==> src/rtl/pwm_pkg.sv <==
// Shared definitions for the PWM generator / capture pair.
// Holds the capture FSM state encoding and the default counter width. The
// generator's RESOLUTION uses the same width.
package pwm_pkg;

  localparam int PWM_CNT_WIDTH = 16;

  typedef enum logic {
    WAIT_RISE = 1'b0,
    MEASURE   = 1'b1
  } cap_state_t;

endpackage

==> src/rtl/pwm_edge_sync.sv <==
// Input conditioning for pwm_capture.
// Brings the asynchronous PWM line into the clk domain and, in builds that
// define PWM_CAP_GLITCH_FILT_EN, filters short pulses. It then produces
// registered one-cycle rise/fall strobes and the accepted line level.
module pwm_edge_sync #(
  parameter int SYNC_STAGES = 2
`ifdef PWM_CAP_GLITCH_FILT_EN
  , parameter int GLITCH_CYCLES = 3
`endif
) (
  input  logic clk,
  input  logic rst,
  input  logic pwm_in,
  output logic rise,
  output logic fall,
  output logic level
);

  logic [SYNC_STAGES-1:0] sync_q;
  logic                   s_raw;
  logic                   s;
  logic                   s_d;

  // Metastability chain: pwm_in shifts in at bit 0, the synced level leaves the top bit
  always_ff @(posedge clk or posedge rst) begin
    if (rst) sync_q <= '0;
    else     sync_q <= {sync_q[SYNC_STAGES-2:0], pwm_in};
  end

  assign s_raw = sync_q[SYNC_STAGES-1];

`ifdef PWM_CAP_GLITCH_FILT_EN
  localparam int GW = (GLITCH_CYCLES < 1) ? 1 : $clog2(GLITCH_CYCLES + 1);

  logic [GW-1:0] diff_cnt;
  logic          filt_q;

  // Accept a new level only after it has disagreed with the current one for GLITCH_CYCLES cycles in a row
  always_ff @(posedge clk or posedge rst) begin
    if (rst) begin
      filt_q   <= 1'b0;
      diff_cnt <= '0;
    end else if (s_raw == filt_q) begin
      diff_cnt <= '0;
    end else if (diff_cnt >= GW'(GLITCH_CYCLES - 1)) begin
      filt_q   <= s_raw;
      diff_cnt <= '0;
    end else begin
      diff_cnt <= diff_cnt + GW'(1);
    end
  end

  assign s = filt_q;
`else
  assign s = s_raw;
`endif

  // Edge detector: strobes are registered so both edges carry identical latency
  always_ff @(posedge clk or posedge rst) begin
    if (rst) begin
      s_d  <= 1'b0;
      rise <= 1'b0;
      fall <= 1'b0;
    end else begin
      s_d  <= s;
      rise <= s & ~s_d;
      fall <= ~s & s_d;
    end
  end

  // s_d is aligned with the rise/fall strobes, so the reported level never leads an edge
  assign level = s_d;

endmodule

==> src/rtl/pwm_capture.sv <==
// PWM capture: measures high time and rise-to-rise period of one PWM line.
// A measurement is reported on every rise except the first one after reset
// or after a stuck-line timeout, because that period is incomplete.
// Optional build macro: PWM_CAP_GLITCH_FILT_EN adds a pulse filter after the
// synchronizer. It delays both edges equally, so measured values are unchanged.
module pwm_capture
  import pwm_pkg::*;
#(
  parameter int CNT_WIDTH     = PWM_CNT_WIDTH,
  parameter int SYNC_STAGES   = 2,
  parameter int GLITCH_CYCLES = 3
) (
  input  logic                 clk,
  input  logic                 rst,
  input  logic                 pwm_in,
  output logic [CNT_WIDTH-1:0] high_cnt,
  output logic [CNT_WIDTH-1:0] period_cnt,
  output logic                 meas_valid,
  output logic                 timeout,
  output logic                 pwm_level
);

  localparam logic [CNT_WIDTH-1:0] CNT_MAX = '1;
  localparam logic [CNT_WIDTH-1:0] CNT_ONE = {{(CNT_WIDTH-1){1'b0}}, 1'b1};

  // Supported range: CNT_WIDTH >= 4, SYNC_STAGES >= 2, GLITCH_CYCLES >= 1.
  if (CNT_WIDTH < 4 || SYNC_STAGES < 2 || GLITCH_CYCLES < 1) begin : g_unsupported_cfg
  end

  // Increment that sticks at all-ones instead of wrapping
  function automatic logic [CNT_WIDTH-1:0] sat_inc(input logic [CNT_WIDTH-1:0] v);
    return (v == CNT_MAX) ? v : v + CNT_ONE;
  endfunction

  logic                 rise;
  logic                 fall;
  cap_state_t           state;
  logic [CNT_WIDTH-1:0] cnt;
  logic [CNT_WIDTH-1:0] hi_shadow;

  pwm_edge_sync #(
    .SYNC_STAGES   (SYNC_STAGES)
`ifdef PWM_CAP_GLITCH_FILT_EN
    , .GLITCH_CYCLES (GLITCH_CYCLES)
`endif
  ) u_edge_sync (
    .clk    (clk),
    .rst    (rst),
    .pwm_in (pwm_in),
    .rise   (rise),
    .fall   (fall),
    .level  (pwm_level)
  );

  // Measurement FSM with run counter, high-time shadow and published results.
  // cnt counts cycles since the last rise, so on an edge cnt+1 is the elapsed length.
  always_ff @(posedge clk or posedge rst) begin
    if (rst) begin
      state      <= WAIT_RISE;
      cnt        <= '0;
      hi_shadow  <= '0;
      high_cnt   <= '0;
      period_cnt <= '0;
      meas_valid <= 1'b0;
      timeout    <= 1'b0;
    end else begin
      meas_valid <= 1'b0;
      cnt        <= sat_inc(cnt);
      if (rise) begin
        // A rise wins over saturation in the same cycle
        cnt   <= '0;
        state <= MEASURE;
        if (state == MEASURE) begin
          period_cnt <= sat_inc(cnt);
          high_cnt   <= hi_shadow;
          meas_valid <= 1'b1;
          timeout    <= 1'b0;
        end
      end else begin
        if (fall && state == MEASURE) hi_shadow <= sat_inc(cnt);
        if (cnt == CNT_MAX) begin
          // Line stuck: drop the partial period and resync on the next rise
          timeout <= 1'b1;
          state   <= WAIT_RISE;
        end
      end
    end
  end

endmodule

==> config.mk <==
export PLATFORM = sky130hd
export DESIGN_NAME = pwm_capture
export DESIGN_NICKNAME = d
export VERILOG_FILES = /design/src/rtl/pwm_pkg.sv /design/src/rtl/pwm_edge_sync.sv /design/src/rtl/pwm_capture.sv
export SDC_FILE = /design/constraint.sdc
export NUM_CORES = 1
export LEC_CHECK = 0
export ABC_AREA = 1
export CAP_MARGIN = 20
export CORE_ASPECT_RATIO = 1.1
export CORE_UTILIZATION = 24
export CTS_BUF_LIST = sky130_fd_sc_hd__clkbuf_16
export DETAILED_ROUTE_END_ITERATION = 10
export SYNTH_ARGS = -nofsm -noshare
export SYNTH_HDL_FRONTEND = slang
export SYNTH_SLANG_ARGS = --single-unit
==> constraint.sdc <==
create_clock -name clk -period 2.8 [get_ports clk]
set_input_delay 0.84 -clock clk [delete_from_list [all_inputs] [get_ports clk]]
set_output_delay 0.84 -clock clk [all_outputs]
set_load 0.02 [all_outputs]
Word-level counts from Yosys, hierarchy flattened
Index checks and enable logic that the tools add are counted.
{"block": "totals", "elab_cells": 33, "in_bits": 3, "register_bits": 72, "output_inout_bits": 35}
{"block": "op_classes", "n_eq_ne": 2, "mux": 9, "n_reduce_logical": 5, "n_addsub": 1, "bitwise": 5}
{"op": "16-bit 2-to-1 mux", "count": 2}
{"op": "16-bit by 1-bit adder with 16-bit output (second input constant)", "count": 1}
{"op": "16-bit equality test (second input constant)", "count": 1}
{"op": "1-bit 2-to-1 mux", "count": 7}
{"op": "2-bit AND reduction", "count": 3}
{"op": "1-bit NOT", "count": 3}
{"op": "1-bit AND", "count": 2}
{"op": "2-bit != test (second input constant)", "count": 1}
{"op": "2-bit nonzero test", "count": 1}
{"op": "1-bit logical AND", "count": 1}

Depth between registers and ports, before layout
{"block": "depth", "ltp_word": 3, "ltp_mapped": 10, "ltp_nobuf": 10}

Cells and area by module
Synthesis repeated with hierarchy kept, for this count alone.
{"block": "hier_totals", "hier_cells": 354, "area_unflattened_um2": 3109.2}
{"module": "pwm_capture", "seq_area_each_um2": 1676.6, "instances": 1, "cells_each": 344, "area_per_inst_um2": 2965.3}
{"module": "pwm_edge_sync", "seq_area_each_um2": 125.1, "instances": 1, "cells_each": 10, "area_per_inst_um2": 143.9}

Least setup slack after synthesis
Ideal clock, no wire load.
{"block": "synth_path", "path_kind": "flip-flop to flip-flop", "from": "reg cnt[0]", "to": "reg hi_shadow[14]", "path_buffers": 0, "arrival_time_ns": 1.353, "path_stages_with_launch": 11, "synth_period_minus_slack_ns": 1.471, "setup_ns": 0.118, "setup_slack_ns": 1.329, "required_time_ns": 2.682, "cell_sequence": "dfrtp_1 -> ha_1 -> inv_1 -> nor2_1 -> nand2_2 -> nor2_4 -> nand2_1 -> nand2_1 -> nand2_1 -> nand2_1 -> nand2_1"}
{"block": "synth_via", "elab_chain_len": 2, "word_cells_on_any_way": 3, "cone_classes": "add/sub (1); eq/ne (1); mux (1)"}
{"item": "start: declaration", "line": "pwm_capture.sv:38", "text": "logic [CNT_WIDTH-1:0] cnt;"}
{"item": "start signal: assignment", "line": "pwm_capture.sv:68", "text": "cnt <= sat_inc(cnt);"}
{"item": "16-bit by 1-bit adder with 16-bit output or 16-bit equality test (tied branches)", "line": "pwm_capture.sv:32", "text": "return (v == CNT_MAX) ? v : v + CNT_ONE;"}
{"item": "16-bit 2-to-1 mux *", "line": "pwm_capture.sv:32"}
{"item": "end signal: assignment", "line": "pwm_capture.sv:80", "text": "if (fall && state == MEASURE) hi_shadow <= sat_inc(cnt);"}
{"item": "end: declaration", "line": "pwm_capture.sv:39", "text": "logic [CNT_WIDTH-1:0] hi_shadow;"}
Every way passes the cells marked *; elsewhere a longest branch is shown, timed or not.
A chain may end at the register's enable or synchronous reset.

Worst setup path after layout
{"block": "layout_path", "from": "reg u_edge_sync.s_d, in the netlist u_edge_sync.level", "to": "out pwm_level"}
{"item": "start: declaration", "line": "pwm_edge_sync.sv:22", "text": "logic s_d;"}
{"item": "start signal: assignment", "line": "pwm_edge_sync.sv:65", "text": "s_d <= s;"}
{"item": "end: declaration", "line": "pwm_capture.sv:20", "text": "output logic pwm_level"}
No word-level cell between the ends.

==> metrics <==
top_reg_cell synth dfrtp_1; fin nets 404; syn_area_per_cell 8.60 um2; root buf cell clkbuf_16; first-pass GRT wire length 11.4 mm; post-synth net total 361; hold-fix buffers at CTS 0; Tot GR Track Use 11.5%; antenna cells 0; buffers and inverters on the worst path 1; CP required 1960 ps; CP Data Arrival Time 1310 ps; Worst Path Max Fanout 3; worst-case clock buffer depth 2; synthesized cell area 3070 um2; Worst Tran Pin Value 818 ps; initial core utilization 25.1%; slew margin rel. 45.2%; internal power 1970 uW; EDFF count, synth 0; CP Launch Type register; Reg2Reg Setup Slack 870 ps; remaining antenna violation count 0; GR met3 Demand/Resource 3.23%; skew final 4.58 ps; PwrDens 683 nW/um2; Critical Path Source u_edge_sync.level$_DFF_PP0_; Detailed Route WL 6.65 mm; reg2reg end period_cnt[5]$_DFFE_PP0P_; initial antenna violation count 0; Final setup viols 0; WP depth 1; Via Count 2,382; Max Freq 465 MHz; cell area after layout 3900 um2; setup TNS 0 ps; Max-Cap Viols 0; R2R Path Start u_edge_sync.rise$_DFF_PP0_; Top Ports 38; Period minus WS final 2150 ps; largest net degree at the start of global routing 44; post-DP HPWL 4.68 mm; worst min path class reg -> reg; Largest stage delay, worst path 610 ps; final hold violation count 0; vias in the first global route 2,335; met2 Use GR 18.6%; FF+latch count, synth 72; crit path capture pwm_level; Clk Latency, worst-skew pair 330 ps; clock share of power 40.2%; fraction of layout instances using a drive strength above 1 8.15%; Pins Over Slew Limit 0; IO buf count 37; share of the yosys chip area belonging to registers 58.7%; Die Y 121 um; GRT busiest layer met2; Synth-to-Final Area Change 27.0%; CTS Buf Count 9; DR vias/cell 4.26; clock sinks 72; DP Area 3620 um2; # DRC 0; Detailed Route Iter0 Violations 147; final RePlAce weighted congestion 0.852; Die X 110 um; outcome finished clean; gr ovfl total 0; final worst path period share 76.8%; Clk pin slew, worst setup/hold paths 50 ps; crit-path cells clkdlybuf4s50_1; # H-tree levels 3; Sw Share 26.0%; # resized after CTS 0; met1 Usage GRT 13.9%; RSZ-0062 raised after global routing false; Die ar. 13,200 um2; drt first pass iters 4; Slowest-stage cell, CP clkdlybuf4s50_1; FP Rows 42; post-synthesis cell type count 28; Yosys warnings 0; CTS tree done; cell count after synthesis 357; wire per inst 11.9 um; WS Path Type reg -> out; Fillers 1,301; Largest delay share family, worst path buffers and inverters; Setup Fix Bufs, Post-CTS 0; core area 12,200 um2; Post-synth ARST share 100%; maximum vdd drop 0.327 mV; sequential group share of total power 45.6%; reg2reg path depth 4; crit end category output pin; NetSw 692 uW; static leakage 0.00202 uW; combinational group share of total power 14.2%
## synthesized netlist by cell type (2+ instances only)
master	count	area, um2
buf_2	2	10.0
clkbuf_1	6	22.5
nand2_1	152	571
nor2_4	2	22.5
nand2_2	2	12.5
nand4_1	4	25.0
clkinv_1	3	11.3
nor2_2	6	37.5
o21ai_0	13	65.1
xor2_1	5	43.8
o21bai_1	4	30.0
dfrtp_1	72	1800
xnor2_1	2	17.5
nand3_1	20	100
nor2_1	29	109
inv_1	23	86.3
## per-stage QoR
stage | worst slack (ps) | instances | utilization (%) | power [uW] | hold WS [ps]
after global placement | 942 | 543 | 29.6 | 1600 | 342
after floorplan | 135 | 357 | - | 1440 | 331
after detailed placement | 805 | 543 | 29.6 | 1620 | 339
final | 650 | 559 | 31.8 | 2660 | 347
after global routing | 598 | 559 | 31.8 | 2800 | 352
after CTS | 617 | 559 | 31.8 | 2710 | 351
## metal layers
layer / up-vias / share of wire, %
li1: 1194 / -
met1: 1125 / 44
met2: 51 / 49
met3: 12 / 4.7
met4: 0 / 2.5
met5: - / 0
## state kept, by name, indices dropped and copies added (netlist names)
name                count
cnt                    16
hi_shadow              16
high_cnt               16
meas_valid              1
period_cnt             16
state                   1
timeout                 1
u_edge_sync.fall        1
u_edge_sync.level       1
u_edge_sync.rise        1
u_edge_sync.sync_q      2
## final cells by class
| class | count | area [um2] | area share, % |
|---|---|---|---|
| clock inverters | 7 | 55.1 | 1.41 |
| clock buffers | 9 | 225 | 5.78 |
| multi-input cells | 248 | 1110 | 28.6 |
| repair buffers | 42 | 408 | 10.5 |
| flip-flops and latches | 72 | 1800 | 46.2 |
| inverters | 27 | 101 | 2.60 |
| well taps | 154 | 193 | 4.94 |
## cell families after synthesis
group,count (synthesis),synth area share (%)
buf+inv,37,4.97
fa+ha+maj,1,0.408
compound gates,20,3.71
xor+xnor,7,2.00
simple gates,220,30.2
flops,72,58.7
## power groups by stage
stage | logic [uW] | registers (uW) | clock network [uW]
2_1_floorplan | 162 | 1280 | 0
3_3_place_gp | 374 | 1230 | 0
3_5_place_dp | 384 | 1230 | 0
4_1_cts | 385 | 1220 | 1100
5_1_grt | 421 | 1230 | 1150
6_report | 377 | 1210 | 1070
## layout by cell type (no fill, tap or decap), types with 2 or more instances in the layout
| cell type | n |
|---|---|
| o21bai_1 | 4 |
| nand4_1 | 4 |
| o21ai_0 | 13 |
| nand2_1 | 152 |
| clkinv_1 | 5 |
| inv_2 | 2 |
| dfrtp_1 | 72 |
| nor2_2 | 6 |
| clkdlybuf4s50_1 | 37 |
| xnor2_1 | 2 |
| inv_1 | 24 |
| clkinv_2 | 2 |
| nand2_2 | 2 |
| nor2_1 | 29 |
| xor2_1 | 5 |
| nor2_4 | 2 |
| clkbuf_16 | 9 |
| nand3_1 | 20 |
| buf_4 | 5 |
## how the worst min path moves through the flow
stage / from / cells after the start / to
2_1_floorplan: u_edge_sync.sync_q[0]$_DFF_PP0_ / 0 / u_edge_sync.sync_q[1]$_DFF_PP0_
3_3_place_gp: u_edge_sync.sync_q[0]$_DFF_PP0_ / 0 / u_edge_sync.sync_q[1]$_DFF_PP0_
6_report: u_edge_sync.sync_q[0]$_DFF_PP0_ / 0 / u_edge_sync.sync_q[1]$_DFF_PP0_
5_1_grt: u_edge_sync.sync_q[0]$_DFF_PP0_ / 0 / u_edge_sync.sync_q[1]$_DFF_PP0_
3_5_place_dp: u_edge_sync.sync_q[0]$_DFF_PP0_ / 0 / u_edge_sync.sync_q[1]$_DFF_PP0_
4_1_cts: u_edge_sync.sync_q[0]$_DFF_PP0_ / 0 / u_edge_sync.sync_q[1]$_DFF_PP0_
Note: power is estimated with default switching activity, not from simulation.
